==> config.mk <==
export PLATFORM = sky130hd
export DESIGN_NAME = vend_controller_flat
export DESIGN_NICKNAME = d
export VERILOG_FILES = /design/src/rtl/vend_controller_if.sv /design/src/rtl/vend_controller.sv /design/src/flat_wrapper.sv
export SDC_FILE = /design/constraint.sdc
export NUM_CORES = 1
export LEC_CHECK = 0
export CAP_MARGIN = 20
export CORE_MARGIN = 2
export CORE_UTILIZATION = 55
export DETAILED_ROUTE_END_ITERATION = 16
export PLACE_DENSITY = 0.79
export SYNTH_ARGS = -nofsm -noshare
export SYNTH_HDL_FRONTEND = slang
export SYNTH_SLANG_ARGS = --single-unit
==> constraint.sdc <==
create_clock -name clk -period 3.4 [get_ports clk]
set_clock_uncertainty 0.05 [all_clocks]
set_input_delay 0.51 -clock clk [delete_from_list [all_inputs] [get_ports clk]]
set_output_delay 0.51 -clock clk [all_outputs]
set_load 0.05 [all_outputs]
==> src/rtl/vend_controller_if.sv <==
// Coin, door and hopper signals of the vending transaction sequencer.
// The master modport is the environment side and the slave modport is the controller side.
interface vend_controller_if #(
    parameter int CW = 6
);
    logic          N;
    logic          D;
    logic          cancel;
    logic          open_ack;
    logic          chg_busy;
    logic          open;
    logic          chg_n;
    logic          chg_d;
    logic          coin_reject;
    logic [CW-1:0] credit;
    logic          busy;

    modport master (
        output N, D, cancel, open_ack, chg_busy,
        input  open, chg_n, chg_d, coin_reject, credit, busy
    );

    modport slave (
        input  N, D, cancel, open_ack, chg_busy,
        output open, chg_n, chg_d, coin_reject, credit, busy
    );
endinterface

==> src/rtl/vend_controller.sv <==
// Vending transaction sequencer: it collects coins, requests a dispense, and returns change.
// Defining VEND_DIME_CHANGE_EN returns change in dimes where possible; by default all change is paid in nickels.
module vend_controller #(
    parameter int PRICE      = 15,
    parameter int MAX_CREDIT = 35,
    parameter int CW         = 6
) (
    input  logic              clk,
    input  logic              reset,
    vend_controller_if.slave  bus
);

    typedef enum logic [1:0] {
        COLLECT  = 2'd0,
        DISPENSE = 2'd1,
        CHANGE   = 2'd2
    } state_t;

    localparam logic [CW:0]   ZERO_W   = {(CW+1){1'b0}};
    localparam logic [CW:0]   NICKEL_W = (CW+1)'(32'd5);
    localparam logic [CW:0]   DIME_W   = (CW+1)'(32'd10);
    localparam logic [CW:0]   MAX_W    = (CW+1)'(MAX_CREDIT);
    localparam logic [CW-1:0] ZERO_C   = {CW{1'b0}};
    localparam logic [CW-1:0] FIVE_C   = CW'(32'd5);
    localparam logic [CW-1:0] PRICE_C  = CW'(PRICE);

    state_t        state_r;
    logic [CW-1:0] credit_r;
    logic          open_r;
    logic          chg_n_r;
    logic          coin_reject_r;
    logic          busy_r;
    logic          pulse_prev_r;

    logic [CW:0]   coin_val_s;
    logic [CW:0]   sum_s;
    logic          coin_s;
    logic          fits_s;
    logic [CW-1:0] new_credit_s;
    logic [CW-1:0] remainder_s;

`ifdef VEND_DIME_CHANGE_EN
    localparam logic [CW-1:0] TEN_C = CW'(32'd10);
    logic chg_d_r;
    assign bus.chg_d = chg_d_r;
`else
    assign bus.chg_d = 1'b0;
`endif

    assign bus.open        = open_r;
    assign bus.chg_n       = chg_n_r;
    assign bus.coin_reject = coin_reject_r;
    assign bus.credit      = credit_r;
    assign bus.busy        = busy_r;

    // Coin arithmetic uses one extra bit so the overflow test cannot wrap.
    always_comb begin
        coin_val_s  = (bus.N ? NICKEL_W : ZERO_W) + (bus.D ? DIME_W : ZERO_W);
        sum_s       = {1'b0, credit_r} + coin_val_s;
        coin_s      = bus.N | bus.D;
        fits_s      = (sum_s <= MAX_W);
        remainder_s = credit_r - PRICE_C;
        if (coin_s && fits_s) begin
            new_credit_s = sum_s[CW-1:0];
        end else begin
            new_credit_s = credit_r;
        end
    end

    // Sequencer: state, credit and all registered outputs.
    always_ff @(posedge clk) begin
        if (reset) begin
            state_r       <= COLLECT;
            credit_r      <= ZERO_C;
            open_r        <= 1'b0;
            chg_n_r       <= 1'b0;
            coin_reject_r <= 1'b0;
            busy_r        <= 1'b0;
            pulse_prev_r  <= 1'b0;
`ifdef VEND_DIME_CHANGE_EN
            chg_d_r       <= 1'b0;
`endif
        end else begin
            chg_n_r       <= 1'b0;
            coin_reject_r <= 1'b0;
            pulse_prev_r  <= 1'b0;
`ifdef VEND_DIME_CHANGE_EN
            chg_d_r       <= 1'b0;
`endif
            case (state_r)
                COLLECT: begin
                    credit_r      <= new_credit_s;
                    coin_reject_r <= coin_s & ~fits_s;
                    // A refund takes priority over a dispense when cancel arrives together with the final coin.
                    if (bus.cancel && (new_credit_s != ZERO_C)) begin
                        state_r <= CHANGE;
                        busy_r  <= 1'b1;
                    end else if (new_credit_s >= PRICE_C) begin
                        state_r <= DISPENSE;
                        open_r  <= 1'b1;
                        busy_r  <= 1'b1;
                    end else begin
                        state_r <= COLLECT;
                    end
                end
                DISPENSE: begin
                    coin_reject_r <= coin_s;
                    if (bus.open_ack) begin
                        credit_r <= remainder_s;
                        open_r   <= 1'b0;
                        if (remainder_s != ZERO_C) begin
                            state_r <= CHANGE;
                        end else begin
                            state_r <= COLLECT;
                            busy_r  <= 1'b0;
                        end
                    end else begin
                        state_r <= DISPENSE;
                    end
                end
                CHANGE: begin
                    coin_reject_r <= coin_s;
                    if (credit_r == ZERO_C) begin
                        state_r <= COLLECT;
                        busy_r  <= 1'b0;
                    end else if (!bus.chg_busy && !pulse_prev_r) begin
                        pulse_prev_r <= 1'b1;
`ifdef VEND_DIME_CHANGE_EN
                        if (credit_r >= TEN_C) begin
                            chg_d_r  <= 1'b1;
                            credit_r <= credit_r - TEN_C;
                        end else
`endif
                        begin
                            chg_n_r  <= 1'b1;
                            credit_r <= credit_r - FIVE_C;
                        end
                    end else begin
                        state_r <= CHANGE;
                    end
                end
                default: begin
                    state_r  <= COLLECT;
                    credit_r <= ZERO_C;
                    open_r   <= 1'b0;
                    busy_r   <= 1'b0;
                end
            endcase
        end
    end

endmodule

==> src/flat_wrapper.sv <==
// flat-port wrapper written by rule: the top's interface ports become plain ports
module vend_controller_flat 
#(
    parameter int PRICE      = 15,
    parameter int MAX_CREDIT = 35,
    parameter int CW         = 6
)
  (clk, reset, bus_N, bus_D, bus_cancel, bus_open_ack, bus_chg_busy, bus_open, bus_chg_n, bus_chg_d, bus_coin_reject, bus_credit, bus_busy);
  vend_controller_if #(.CW(CW)) bus_i ();
  input  logic clk;
  input  logic reset;
  input wire logic [$bits(bus_i.N)-1:0] bus_N;
  input wire logic [$bits(bus_i.D)-1:0] bus_D;
  input wire logic [$bits(bus_i.cancel)-1:0] bus_cancel;
  input wire logic [$bits(bus_i.open_ack)-1:0] bus_open_ack;
  input wire logic [$bits(bus_i.chg_busy)-1:0] bus_chg_busy;
  output wire logic [$bits(bus_i.open)-1:0] bus_open;
  output wire logic [$bits(bus_i.chg_n)-1:0] bus_chg_n;
  output wire logic [$bits(bus_i.chg_d)-1:0] bus_chg_d;
  output wire logic [$bits(bus_i.coin_reject)-1:0] bus_coin_reject;
  output wire logic [$bits(bus_i.credit)-1:0] bus_credit;
  output wire logic [$bits(bus_i.busy)-1:0] bus_busy;
  assign bus_i.N = bus_N;
  assign bus_i.D = bus_D;
  assign bus_i.cancel = bus_cancel;
  assign bus_i.open_ack = bus_open_ack;
  assign bus_i.chg_busy = bus_chg_busy;
  assign bus_open = bus_i.open;
  assign bus_chg_n = bus_i.chg_n;
  assign bus_chg_d = bus_i.chg_d;
  assign bus_coin_reject = bus_i.coin_reject;
  assign bus_credit = bus_i.credit;
  assign bus_busy = bus_i.busy;
  vend_controller #(.PRICE(PRICE), .MAX_CREDIT(MAX_CREDIT), .CW(CW)) u_core (.clk(clk), .reset(reset), .bus(bus_i));
endmodule
After elaboration in Yosys (flattened, before gate mapping)
Cells that the tools add are included.

Register bits: 12. Input port bits: 7. Output and inout port bits: 11. Logic and storage cells: 66.

Add/sub/neg operators: 4. Magnitude comparators: 2. Equal/unequal tests: 11. Mux-type cells: 25. Bitwise gates (word level): 4. Reductions and logical operators: 14.

Operators by type and width (number): $mux 6 (4); $pmux 6 s3 (1); $reduce_bool 6->1 (2); $mux 2 (5); $mux 1 (9); $ne 2x2->1 const B (4); $reduce_and 4->1 (2); $add 6x7->7 (1); $add 7x7->7 (1); $le 7x6->1 const B (1); $ge 6x4->1 const B (1); $logic_not 6->1 (1); $ne 2x1->1 const B (3); $pmux 1 s3 (2); $pmux 2 s3 (1); $sub 6x3->6 const B (1); $sub 6x4->6 const B (1); $mux 4 (1); $logic_and 1x1->1 (3); $mux 3 (1); $ne 3x1->1 const B (1); $ne 3x2->1 const B (1); $reduce_and 3->1 (1); $reduce_or 3->1 (1); 9 further kinds (11).

Logic depth before layout (Yosys ltp)
Gate-level depths: netlist of the first run.

Depth after elaboration: 10. Gate-level depth with buffers: 9. Depth with buffers taken out: 8.

Least setup slack after synthesis of the first run
No wires, ideal clock.

Path kind: flip-flop to flip-flop. Start: reg u_core.credit_r[2] (netlist: u_core.bus.credit[2]). End: reg u_core.state_r[0]. Setup time: 136 ps. Arrival time: 2726 ps. Data required time: 3214 ps. Slack: 489 ps. Cell stages (with the launch flop): 9. Path buffers: 1. Clock period less this slack: 2911 ps. Path through: dfxtp_1 -> ha_1 -> buf_6 -> and3_4 -> or3_4 -> a2111oi_4 -> o21ai_2 -> a311oi_1 -> o32ai_1.

Word-level cells in the longest chain between the ends: 8. Elaborated cells on any way between the ends: 13. Classes of those cells: add/sub: 1; order compare: 2; eq/ne: 1; mux: 5; reduce/logical: 4.

Ends and longest elaborated chain: from (decl) (RTL line vend_controller.sv:28) `logic [CW-1:0] credit_r;`; from (signal assigned) (RTL line vend_controller.sv:92) `credit_r <= new_credit_s;`; from (signal assigned) (RTL line vend_controller.sv:109) `credit_r <= remainder_s;`; from (signal assigned) (RTL line vend_controller.sv:136) `credit_r <= credit_r - FIVE_C;`; $add 6x7->7 (RTL line vend_controller.sv:59) `sum_s = {1'b0, credit_r} + coin_val_s;`; $le 7x6->1 (RTL line vend_controller.sv:61) `fits_s = (sum_s <= MAX_W);`; $logic_and 1x1->1 (RTL line vend_controller.sv:63) `if (coin_s && fits_s) begin`; $mux 6 (RTL line vend_controller.sv:63); $ge 6x4->1 or $reduce_bool 6->1 (tied branches) (RTL line vend_controller.sv:98, vend_controller.sv:95); $mux 1 or $logic_and 1x1->1 (tied branches) (RTL line vend_controller.sv:98, vend_controller.sv:95); $mux 2 (RTL line vend_controller.sv:95) `if (bus.cancel && (new_credit_s != ZERO_C)) begin`; $pmux 2 s3 (RTL line vend_controller.sv:90) `case (state_r)`; to (signal assigned) (RTL line vend_controller.sv:96) `state_r <= CHANGE;`; to (signal assigned) (RTL line vend_controller.sv:99) `state_r <= DISPENSE;`; to (signal assigned) (RTL line vend_controller.sv:103) `state_r <= COLLECT;`; to (decl) (RTL line vend_controller.sv:27) `state_t state_r;`.

Parallel ways exist; a longest one is shown, timed or not. A chain may end at the register's enable or synchronous reset.

Worst setup path in the final report of the first run
Start: in bus_N. End: reg u_core.state_r[0].

Word-level cells in the longest chain between the ends: 10. Elaborated cells on any way between the ends: 13. Classes of those cells: add/sub: 2; order compare: 2; mux: 5; bitwise: 1; reduce/logical: 3.

Ends and longest elaborated chain: from (decl) (RTL line flat_wrapper.sv:12) `input wire logic [$bits(bus_i.N)-1:0] bus_N;`; $mux 3 (RTL line vend_controller.sv:58) `coin_val_s = (bus.N ? NICKEL_W : ZERO_W) + (bus.D ? DIME_W : ZERO_W);`; $add 7x7->7 (RTL line vend_controller.sv:58); $add 6x7->7 (RTL line vend_controller.sv:59); $le 7x6->1 (RTL line vend_controller.sv:61); $logic_and 1x1->1 (RTL line vend_controller.sv:63); $mux 6 (*) (RTL line vend_controller.sv:63); $ge 6x4->1 or $reduce_bool 6->1 (tied branches) (RTL line vend_controller.sv:98, vend_controller.sv:95); $mux 1 or $logic_and 1x1->1 (tied branches) (RTL line vend_controller.sv:98, vend_controller.sv:95); $mux 2 (*) (RTL line vend_controller.sv:95); $pmux 2 s3 (*) (RTL line vend_controller.sv:90).

Every way passes the cells marked *; elsewhere a longest branch is shown, timed or not.

==> results of run 1 <==
-- synthesized netlist by cell type, types with 2 or more instances --
cell	instances
and3_1	4
o21a_1	4
nor4_1	3
a211oi_1	3
nand2_1	17
dfxtp_1	12
o21ai_0	11
and4_1	2
a31oi_1	2
o22ai_1	8
a21oi_1	16
o211ai_1	2
nor2_1	15
a21o_1	2
nor2b_1	2
ha_1	10
o32ai_1	3
nor3_1	4
buf_2	2
nand3_1	5
a311oi_1	3
a211o_1	2
o31ai_1	2
a22oi_1	2
inv_1	13
mux2i_1	7
clkbuf_1	8
-- path summary, 6_finish.rpt --
path / from / endpoint / slack [ns] / depth (start not counted)
max reg2reg: u_core.bus.credit[2] / u_core.state_r[0] / 0.70 / 8
min: u_core.bus.open / u_core.bus.open / 0.43 / 2
max: bus_N / u_core.state_r[0] / 0.28 / 9
min reg2reg: u_core.bus.open / u_core.bus.open / 0.43 / 2
-- state kept, by name (all words and copies together), names as in the netlist --
signal / cells
u_core.bus.busy: 1
u_core.bus.credit: 6
u_core.bus.coin_reject: 1
u_core.state_r: 2
u_core.bus.chg_n: 1
u_core.bus.open: 1
-- metal layers --
layer  share of wire, %  wire length [µm]  global-route usage [%]  up-vias
li1                   -                 -                       -      755
met1                 41              1660                    36.1      734
met2                 48              1970                    52.0       98
met3                7.5               309                    3.28       23
met4                3.7               153                    11.7        0
met5                  0                 0                       0        -
-- cell type report --
cell class / instances / area share (%)
Tap cell: 30 / 2.28
Sequential cell: 12 / 14.6
Inverter: 13 / 2.96
Timing Repair Buffer: 24 / 13.4
Multi-Input combinational cell: 155 / 64.6
Clock buffer: 4 / 2.20
-- stage by stage --
| stage | total power [mW] | utilization, % | setup WS, ns | instances |
|---|---|---|---|---|
| floorplan | 1.10 | - | 0.489 | 193 |
| global placement | 1.37 | 65.7 | 0.138 | 234 |
| detailed placement | 1.40 | 65.7 | 0.0691 | 234 |
| CTS | 1.52 | 67.2 | 0.337 | 238 |
| global route | 1.65 | 67.2 | 0.152 | 238 |
| finish | 1.56 | 67.2 | 0.278 | 238 |
-- report_power, final --
part           internal (mW)  switching, mW
logic                  0.453          0.738
clock network         0.0651         0.0524
registers              0.194         0.0533
total                  0.712          0.844
-- worst max-delay path: cells and delay by family --
kind                       cells  cell delay, ns
AOI/OAI and AO/OA              4            1.07
adders and majority gates      1            0.33
buffers and inverters          2            0.73
and+or+nand+nor                2            0.56
-- cell families (layout without fill, tap and decap cells) --
kind of cell | Yosys count | in the layout | share of synthesized area (%)
simple gates | 61 | 61 | 22.0
fa+ha+maj | 11 | 11 | 10.2
xor+xnor | 2 | 2 | 1.24
mux | 7 | 7 | 4.94
buf+inv | 26 | 41 | 7.86
compound gates | 73 | 73 | 36.5
other cells | 1 | 1 | 0.265
flops | 12 | 12 | 16.9
==> results.md, run 1 <==
* Outcome: completed
* Tcrit/Tclk final at roughly nine tenths
* Startpoint Class: input pin
* Max Freq at roughly 320 MHz
* Syn_area_per_cell at roughly 7.3 µm²
* Gpl congestion at around 0.91
* Worst-skew pair later-pin latency at roughly 0.28 ns
* Number of synthesized flops with an enable pin at 0
* Hold Worst Slack at between 0.4 and 0.5 ns
* Synth Cell Area at approximately 0.0014 mm²
* Io pins at 18
* Yosys top cell area share at between 10% and 20%
* Die height at 54.8 µm
* DRC viols at 0
* DIE WIDTH at about 55 µm
* Filler cells at approximately 200
* Total gr overflow at 0
* Number of diodes at 0
* Final #Nets at about 230
* Initial antenna violation count at 0
* DP Wirelength at just over 3000 µm
* Max-Cap Viols at 0
* First-pass GRT wire length at between 6000 and 7000 µm
* Tmin final at roughly 3.1 ns
* DRT iter0 DRCs at 91
* Floorplan row count at 18
* Layout cells sized above 1 at 10.6%
* Worst VDD drop at 616 µV
* Post-CTS resize count at 0
* Yosys warns at 0
* Vias at around 1600
* Hold-fix buffers, CTS at 0
* # H-tree levels at 1
* Leakage power at between 0.6 and 0.7 nW
* Most frequent cells in the layout: nand2_1 (17), a21oi_1 (16), clkdlybuf4s50_1 (16)
* Data required, critical path at 3.49 ns
* Placed Area at 0.00161 mm²
* Slowest cell on crit path: clkdlybuf4s50_1
* Most common cell after layout, fill and taps aside: nand2_1
* CTS tree: done
* Crit-path cells: clkdlybuf4s50_1 -> ha_1 -> and3_4 -> or3_4 -> a2111oi_4 -> o21ai_2 -> a311oi_1 -> buf_4 -> o32ai_1
* Max-slew violations at 0
* Final hold viol count at 0
* Fin area at around 0.0016 mm²
* Multi-input gate area at roughly 0.0011 mm²
* Total die area at 0.00300 mm²
* Post-Route WL at between 4000 and 5000 µm
* Avg WL per Cell at 17.2 µm
* Post-synthesis async set-or-reset flop share at 0%
* Net Count, Synth at 211
* Crit-path max FO at 6
* Largest net degree at the start of global routing at 17
* Synth area leaders: dfxtp_1 (17%), ha_1 (8.8%), a21oi_1 (5.6%), mux2i_1 (4.9%), nand2_1 (4.5%)
* Register area at about 240 µm²
* Slew @ Worst Pin at approximately 0.57 ns
* Core area at approximately 0.0025 mm²
* Largest area contributor in the netlist: dfxtp_1
* Register bit total from synthesis at 12
* Post-CTS Setup Repair Bufs at 0
* Seq/Total Area, Yosys at around 17%
* Port buffer count at 16
* Syn Inst Count at about 190
* Critical path type: in2reg
* Sink Count at 12
* Routed vias/inst at roughly 6.8
* Global Route Usage Sum at between 20 and 30%
* Pwr Density at roughly 940 mW/mm²
* Synth cell types at between 50 and 60
* Worst path arrival time at between 3 and 4 ns
* Number of global-route vias before repair at approximately 1500
* Hold WC Path Type: reg2reg
* Initial core utilization at 57.7%
* RSZ-0062 raised after global routing: false
* Max_slew headroom at 61.5%
* Ys flop type: dfxtp_1
* DRT Pass-1 Iters at 6
* Clock buffer depth at 2
* Root Buffer: clkbuf_4
* Setup TNS at 0 ns
* Setup violators final at 0
* Worst-path clk slew at around 0.080 ns
* Detail Route Antenna Nets at 0
* Critical Path Max Stage Delay at around 0.56 ns
* Syn-to-layout area delta at 16.3%
* Setup crit end kind: register
* Num CTS Buffers at 3
No activity file was read; power rests on OpenSTA's default activity.
==> run 2, diff against run 1 <==
Settings changed: RECOVER_POWER set to 100.
==> run 2 against run 1 <==
Die area stayed put. Largest power group unchanged. Critical path depth fell by 1. Routed wire length increased by 2.1%. Register-to-register slack lost 0.21 ns. Clock power about the same. Hold slack got worse by 0.0045 ns. Core utilization shrank 0.76 points. First-iteration DRC count grew 25%. Final cell count is the same. Non-clock buffer count is the same. Count of clock-buffer cells in the layout is the same. Critical endpoint is now u_core.bus.credit[1].
==> results.md, run 2 (same netlist as run 1, synthesis figures left out) <==
* Number of global-route vias before repair at 1451 (unchanged)
* Initial core utilization at 57.7% (unchanged)
* Root Buffer: clkbuf_4 (unchanged)
* Num CTS Buffers at 3 (unchanged)
* Slew @ Worst Pin at 0.592 ns (was 0.574 ns)
* Outcome: completed (unchanged)
* Final #Nets at 227 (unchanged)
* Global Route Usage Sum at 29.5% (unchanged)
* Placed Area at 0.00161 mm² (unchanged)
* Worst-path clk slew at 0.08 ns (about the same)
* Detail Route Antenna Nets at 0 (unchanged)
* First-pass GRT wire length at 6430 µm (unchanged)
* Register area at 240 µm² (unchanged)
* Multi-input gate area at 0.00105 mm² (was 0.00107 mm²)
* Post-CTS resize count at 0 (unchanged)
* Fin area at 0.00163 mm² (was 0.00165 mm²)
* Max-slew violations at 0 (unchanged)
* Core area at 0.00245 mm² (unchanged)
* Die height at 54.8 µm (unchanged)
* Port buffer count at 16 (unchanged)
* Setup TNS at 0 ns (unchanged)
* Tcrit/Tclk final at 93.6% (was 91.8%)
* Floorplan row count at 18 (unchanged)
* DRT Pass-1 Iters at 6 (unchanged)
* Worst path arrival time at 3.28 ns (was 3.21 ns)
* DRC viols at 0 (unchanged)
* Total gr overflow at 0 (unchanged)
* Startpoint Class: input pin (unchanged)
* DIE WIDTH at 54.8 µm (unchanged)
* Max Freq at 314 MHz (was 320 MHz)
* Setup crit end kind: register (unchanged)
* Worst-skew pair later-pin latency at 0.28 ns (about the same)
* Hold Worst Slack at 0.421 ns (was 0.425 ns)
* Leakage power at 0.693 nW (was 0.674 nW)
* Total die area at 0.00300 mm² (unchanged)
* Setup violators final at 0 (unchanged)
* Tmin final at 3.18 ns (was 3.12 ns)
* Avg WL per Cell at 17.6 µm (was 17.2 µm)
* Io pins at 18 (unchanged)
* Finished Layout Cells at 238 (unchanged)
* Critical path type: in2reg (unchanged)
* Final hold viol count at 0 (unchanged)
* Clock buffer depth at 2 (unchanged)
* Filler cells at 204 (was 199)
* Max-Cap Viols at 0 (unchanged)
* DP Wirelength at 3110 µm (unchanged)
* RSZ-0062 raised after global routing: false (unchanged)
* Sink Count at 12 (unchanged)
* Post-Route WL at 4180 µm (was 4090 µm)
* Gpl congestion at 0.911 (unchanged)
* Hold WC Path Type: reg2reg (unchanged)
* Vias at 1597 (was 1610)
* Placed cell count at 234 (unchanged)
* Total power at 1.53 mW (was 1.56 mW)
* Crit-path max FO at 6 (unchanged)
* Initial antenna violation count at 0 (unchanged)
* Layout cells sized above 1 at 8.17% (was 10.6%)
* Worst VDD drop at 614 µV (was 616 µV)
* Most frequent cells in the layout: nand2_1 (17), a21oi_1 (16), nor2_1 (15) (was nand2_1 (17), a21oi_1 (16), clkdlybuf4s50_1 (16))
* Syn-to-layout area delta at 15.0% (was 16.3%)
* Number of diodes at 0 (unchanged)
* Largest net degree at the start of global routing at 17 (unchanged)
* Max reg flops at 6 (unchanged)
* Data required, critical path at 3.50 ns (was 3.49 ns)
* CTS tree: done (unchanged)
* Max_slew headroom at 60.5% (was 61.5%)
* # H-tree levels at 1 (unchanged)
* Post-CTS Setup Repair Bufs at 0 (unchanged)
* Routed vias/inst at 6.71 (was 6.76)
* Pwr Density at 939 mW/mm² (was 943 mW/mm²)
* DRT iter0 DRCs at 114 (was 91)
* Most common cell after layout, fill and taps aside: nand2_1 (unchanged)
* Hold-fix buffers, CTS at 0 (unchanged)
==> run 2: through the flow <==
stage,worst slack (ns),utilization (%)
after floorplan,0.489,-
after global placement,0.138,65.7
after detailed placement,0.0691,65.7
after CTS,0.337,67.2
after global routing,0.0763,66.4
final,0.217,66.4
==> run 2: worst max-delay path, stage by stage <==
cell and delay (ns):
clkdlybuf4s50_1 0.56, ha_1 0.33, and3_1 0.19, or3_1 0.41, a2111oi_4 0.57, o21a_1 0.32, mux2i_1 0.27, o22ai_1 0.12
==> run 2: area by class of cell <==
cell class              instances  share of cell area (%)
multi-input cells             155                    64.7
flip-flops and latches         12                    14.7
repair buffers                 24                    13.0
inverters                      13                    2.99
well taps                      30                    2.30
clock buffers                   4                    2.23
==> run 2: power by group <==
group          total [mW]  internal [mW]  switching (mW)  leakage [nW]
clock network       0.118         0.0651          0.0534        0.0210
logic                1.17          0.425           0.740         0.573
registers           0.247          0.194          0.0533        0.0990
total                1.53          0.684           0.847         0.693
==> run 2: metal layers <==
layer / share of wire [%] / track usage, %
met3: 8.0 / 3.28
met5: 0 / 0
met4: 3.1 / 11.7
met2: 47 / 52.0
met1: 42 / 36.1
==> run 2: final timing paths <==
path                        startpoint                   end  slack, ns  cells past startpoint
setup reg to reg  u_core.bus.credit[1]     u_core.state_r[0]       0.49                      9
setup / recovery                 bus_N  u_core.bus.credit[1]       0.22                      8
hold / removal         u_core.bus.open       u_core.bus.open       0.42                      2
hold reg to reg        u_core.bus.open       u_core.bus.open       0.42                      2
==> run 3, diff against run 2 <==
Clock period 3.4 ns to 3.1 ns, I/O delays scaled along.
==> run 3 against run 2 <==
Flip-flop and latch count did not move. First-iteration DRC count fell by 47%. Critical path type unchanged. Routed wire length fell by 8.3%. Combinational power rose by 9%. Highest routed layer unchanged. Critical path depth rose by 1. Global-route usage fell by 2.0 points. Register-to-register slack got worse by 0.15 ns. Die area did not move.
==> results.md, run 3 (same netlist as run 1, synthesis figures left out) <==
* Setup TNS at 0 ns (unchanged)
* Startpoint Class: input pin (unchanged)
* Most common cell after layout, fill and taps aside: nand2_1 (unchanged)
* Initial core utilization at 57.7% (unchanged)
* Io pins at 18 (unchanged)
* DRC viols at 0 (unchanged)
* Data required, critical path at 3.18 ns (was 3.50 ns)
* DP Wirelength at 2990 µm (was 3110 µm)
* Tmin final at 2.93 ns
* Fin util at 68.7% (was 66.4%)
* Total die area at 0.00300 mm² (unchanged)
* Total gr overflow at 0 (unchanged)
* Hold WC Path Type: reg2reg (unchanged)
* Sink Count at 12 (unchanged)
* DIE WIDTH at 54.8 µm (unchanged)
* Hold-fix buffers, CTS at 0 (unchanged)
* Post-CTS resize count at 0 (unchanged)
* Final #Nets at 234 (was 227)
* Gpl congestion at 0.903 (was 0.911)
* Root Buffer: clkbuf_4 (unchanged)
* RSZ-0062 raised after global routing: false (unchanged)
* Worst VDD drop at 742 µV (was 614 µV)
* Outcome: completed (unchanged)
* Port buffer count at 16 (unchanged)
* Crit-path max FO at 5 (was 6)
* Pwr Density at 992 mW/mm² (was 939 mW/mm²)
* Max reg flops at 6 (unchanged)
* Met2 GRT Util at 44.6% (was 52.0%)
* Post-CTS Setup Repair Bufs at 0 (unchanged)
* Gr busiest metal: met2 (unchanged)
* Floorplan row count at 18 (unchanged)
* Worst-path clk slew at 0.08 ns (about the same)
* Worst path arrival time at 3.01 ns (was 3.28 ns)
* Core area at 0.00245 mm² (unchanged)
* Number of global-route vias before repair at 1374 (was 1451)
* Tcrit/Tclk final at between 90% and 100%
* Post-Route WL at 3830 µm (was 4180 µm)
* Slew @ Worst Pin at 0.563 ns (was 0.592 ns)
* Max-slew violations at 0 (unchanged)
* CTS tree: done (unchanged)
* Clock buffer depth at 2 (unchanged)
* Global Route Usage Sum at 27.5% (was 29.5%)
* Final setup margin at 0.166 ns (was 0.217 ns)
* Avg WL per Cell at 15.6 µm (was 17.6 µm)
* GR Layer Usage met3 at 4.64% (was 3.28%)
* Max Freq at between 300 and 400 MHz
* Detail Route Antenna Nets at 0 (unchanged)
* Finished Layout Cells at 245 (was 238)
* Setup crit end kind: register (unchanged)
* # H-tree levels at 1 (unchanged)
* Max-Cap Viols at 0 (unchanged)
* Hold Worst Slack at 0.405 ns (was 0.421 ns)
* Syn-to-layout area delta at 19.0% (was 15.0%)
* Largest net degree at the start of global routing at 17 (unchanged)
* Die height at 54.8 µm (unchanged)
* Grt met1 use at 36.3% (was 36.1%)
* Initial antenna violation count at 0 (unchanged)
* DRT iter0 DRCs at 60 (was 114)
* Critical path type: in2reg (unchanged)
* Placement Setup Slack at -0.0719 ns (was 0.0691 ns)
* Number of diodes at 0 (unchanged)
* Leakage power at 0.730 nW (was 0.693 nW)
* Worst-skew pair later-pin latency at 0.26 ns (was 0.28 ns)
* Placed cell count at 241 (was 234)
* Filler cells at 216 (was 204)
* Max_slew headroom at 62.2% (was 60.5%)
* Most frequent cells in the layout: nand2_1 (17), a21oi_1 (16), nor2_1 (15) (unchanged)
* Setup violators final at 0 (unchanged)
* Vias at 1517 (was 1597)
* Layout cells sized above 1 at 11.6% (was 8.17%)
* Routed vias/inst at 6.19 (was 6.71)
* Num CTS Buffers at 3 (unchanged)
* DRT Pass-1 Iters at 4 (was 6)
* First-pass GRT wire length at 5930 µm (was 6430 µm)
* Final hold viol count at 0 (unchanged)
## run 3: cell types whose count changed in the layout (fill, tap and decap cells not counted)
cell / before / now
buf_4: 6 / 14
clkbuf_1: 2 / 1
## run 3: path summary, 6_finish.rpt
kind                             start                end  slack [ns]  cells after the start
setup reg to reg  u_core.bus.credit[0]  u_core.state_r[0]        0.34                      9
setup / recovery                 bus_N  u_core.state_r[0]        0.17                      9
hold reg to reg        u_core.bus.open    u_core.bus.open        0.40                      2
hold / removal         u_core.bus.open    u_core.bus.open        0.40                      2
## run 3: final cells by class
type / instances / area [µm²] / share of cell area [%]
multi-input combinational: 155 / 1050 / 62.5
timing repair buffer: 31 / 269 / 15.9
sequential: 12 / 240 / 14.2
inverter: 13 / 48.8 / 2.89
tap: 30 / 37.5 / 2.23
clock buffer: 4 / 36.3 / 2.15
## run 3: through the flow
step	cell area, µm²	power [mW]
after floorplan	1420	1.21
after global placement	1670	1.54
after detailed placement	1670	1.56
after CTS	1700	1.69
after global routing	1690	1.80
final	1690	1.67
## run 3: metal layers
metal | part of all wire, % | routed length, µm | vias up
li1 | - | - | 767
met4 | 1.4 | 52 | 0
met2 | 46 | 1780 | 51
met5 | 0 | 0 | -
met3 | 6.4 | 247 | 6
met1 | 46 | 1750 | 693
## run 3: power by group
part           total, mW  leakage (nW)  switching [mW]  internal (mW)
combinational       1.27         0.610           0.768          0.499
sequential         0.283        0.0990          0.0707          0.213
clock              0.122        0.0210          0.0508         0.0712
## run 3: critical path, cell delays in order
cell             delay, ns
clkdlybuf4s50_1       0.46
ha_1                  0.37
and3_1                0.19
or3_1                 0.41
a2111oi_4             0.46
o21ai_2               0.13
a311oi_1              0.26
buf_4                 0.17
o32ai_1               0.09
==> patch, RTL diff (flow settings as in run 1) <==
Make the reset (`reset`) asynchronous in one clocked block.
--- a/src/rtl/vend_controller.sv
+++ b/src/rtl/vend_controller.sv
@@ -68,7 +68,7 @@
     end
 
     // Sequencer: state, credit and all registered outputs.
-    always_ff @(posedge clk) begin
+    always_ff @(posedge clk or posedge reset) begin
         if (reset) begin
             state_r       <= COLLECT;
             credit_r      <= ZERO_C;
Behaviour: differs if reset is asserted again (counterexample within 4 cycles, from zero or initial values and one cycle with reset high); with reset held inactive, the same outputs for 10 cycles.
==> patch against run 1 <==
Core utilization increased by 0.41 points. Register-to-register slack worse by 300 ps. Sequential cell count unchanged. Via count shrank 8.6%. Synthesized area fell by 0.18%. Wire length is 7.0% lower. Design area is 0.61% higher. Power up 25%. Setup slack got worse by 61 ps. Count of clock-buffer cells in the layout down 1. Combinational power increased by 30%. Critical path type unchanged. Largest cell class unchanged.
==> patch: results (changes against run 1) <==
metric	value	unit	change
cp-endpoint	u_core.bus.credit[0]		
place.gp.congestion	1.005		+10%
muxShareOfSynthArea	2.122	%	-2.8 points
inverters	9		-4
power.leakage	0.7222	nW	+7.1%
netlist_area	0.001415	mm^2	-0.18%
status	finished, final reports clean		
synthAdderAreaFrac	10.26	%	+0.018 points
slowest_delay	530	ps	-30 ps
fill_cells	223		+12%
synth-xor-area-share	1.238	%	+0.0022 points
multi_input_area	0.001007	mm^2	-5.5%
signal_buffers	29		+21%
buf_share	15.54	%	+2.2 points
yosys-top-cells-count	nand2_1, a21oi_1, o21ai_0		
wl_per_cell	16.21	um	-5.8%
rr_startpoint	u_core.bus.credit[0]		
postSynth.asyncResetShare	100.0	%	+100 points
peakVddDrop	0.7124	mV	+16%
clk_share	1.357	%	-0.84 points
reg2reg_setup_slack	400	ps	-300 ps
worstPathArrival	3330	ps	+120 ps
synth_ff_type	dfrtp_1		
seq_area_frac_synth	21.22	%	+4.3 points
syn_nets	205		-2.8%
multi_input_cells	152		-1.9%
grt_pass1_vias	1292		-11%
r2r_cells	9		+1
ys_top_cells_by_area	dfrtp_1, ha_1, a21oi_1		
final_nets	225		-0.88%
tightest_slew	674.1	ps	+99.80 ps
regArea	300.3	um^2	+25%
vias_per_cell	6.264		-7.4%
drt_iter0_markers	79		-13%
dr.pass1.iters	4		-2
worstSetupStartpoint	bus_D		
synth_compound_area_share	35.63	%	-0.91 points
grt_usage	28.23	%	-1.3 points
[patch: power groups by stage]
stage / sequential [mW] / combinational, mW / clock, mW
after CTS: 0.299 / 1.53 / 0.0924
after global placement: 0.302 / 1.48 / 0
after detailed placement: 0.303 / 1.53 / 0
after floorplan: 0.468 / 0.956 / 0
final: 0.299 / 1.55 / 0.0946
after global routing: 0.315 / 1.68 / 0.102
[patch: layer usage]
metal	up-vias	global-route usage, %	wire (um)
met5	-	0	0
met3	8	3.279	246
met4	0	6.667	55
met1	677	38.45	1698
li1	726	-	-
met2	61	47.02	1809
[patch: per-stage QoR]
step                cells  TNS, ps  setup slack, ps  hold WS [ps]  area (um^2)
finish                235        0            216.8         505.1         1659
global route          235        0            103.6         530.3         1659
CTS                   235        0            217.5         504.6         1659
detailed placement    232   -194.0           -52.90         494.0         1637
global placement      232   -99.98           -50.24         462.8         1637
floorplan             187        0            239.3         324.7         1415
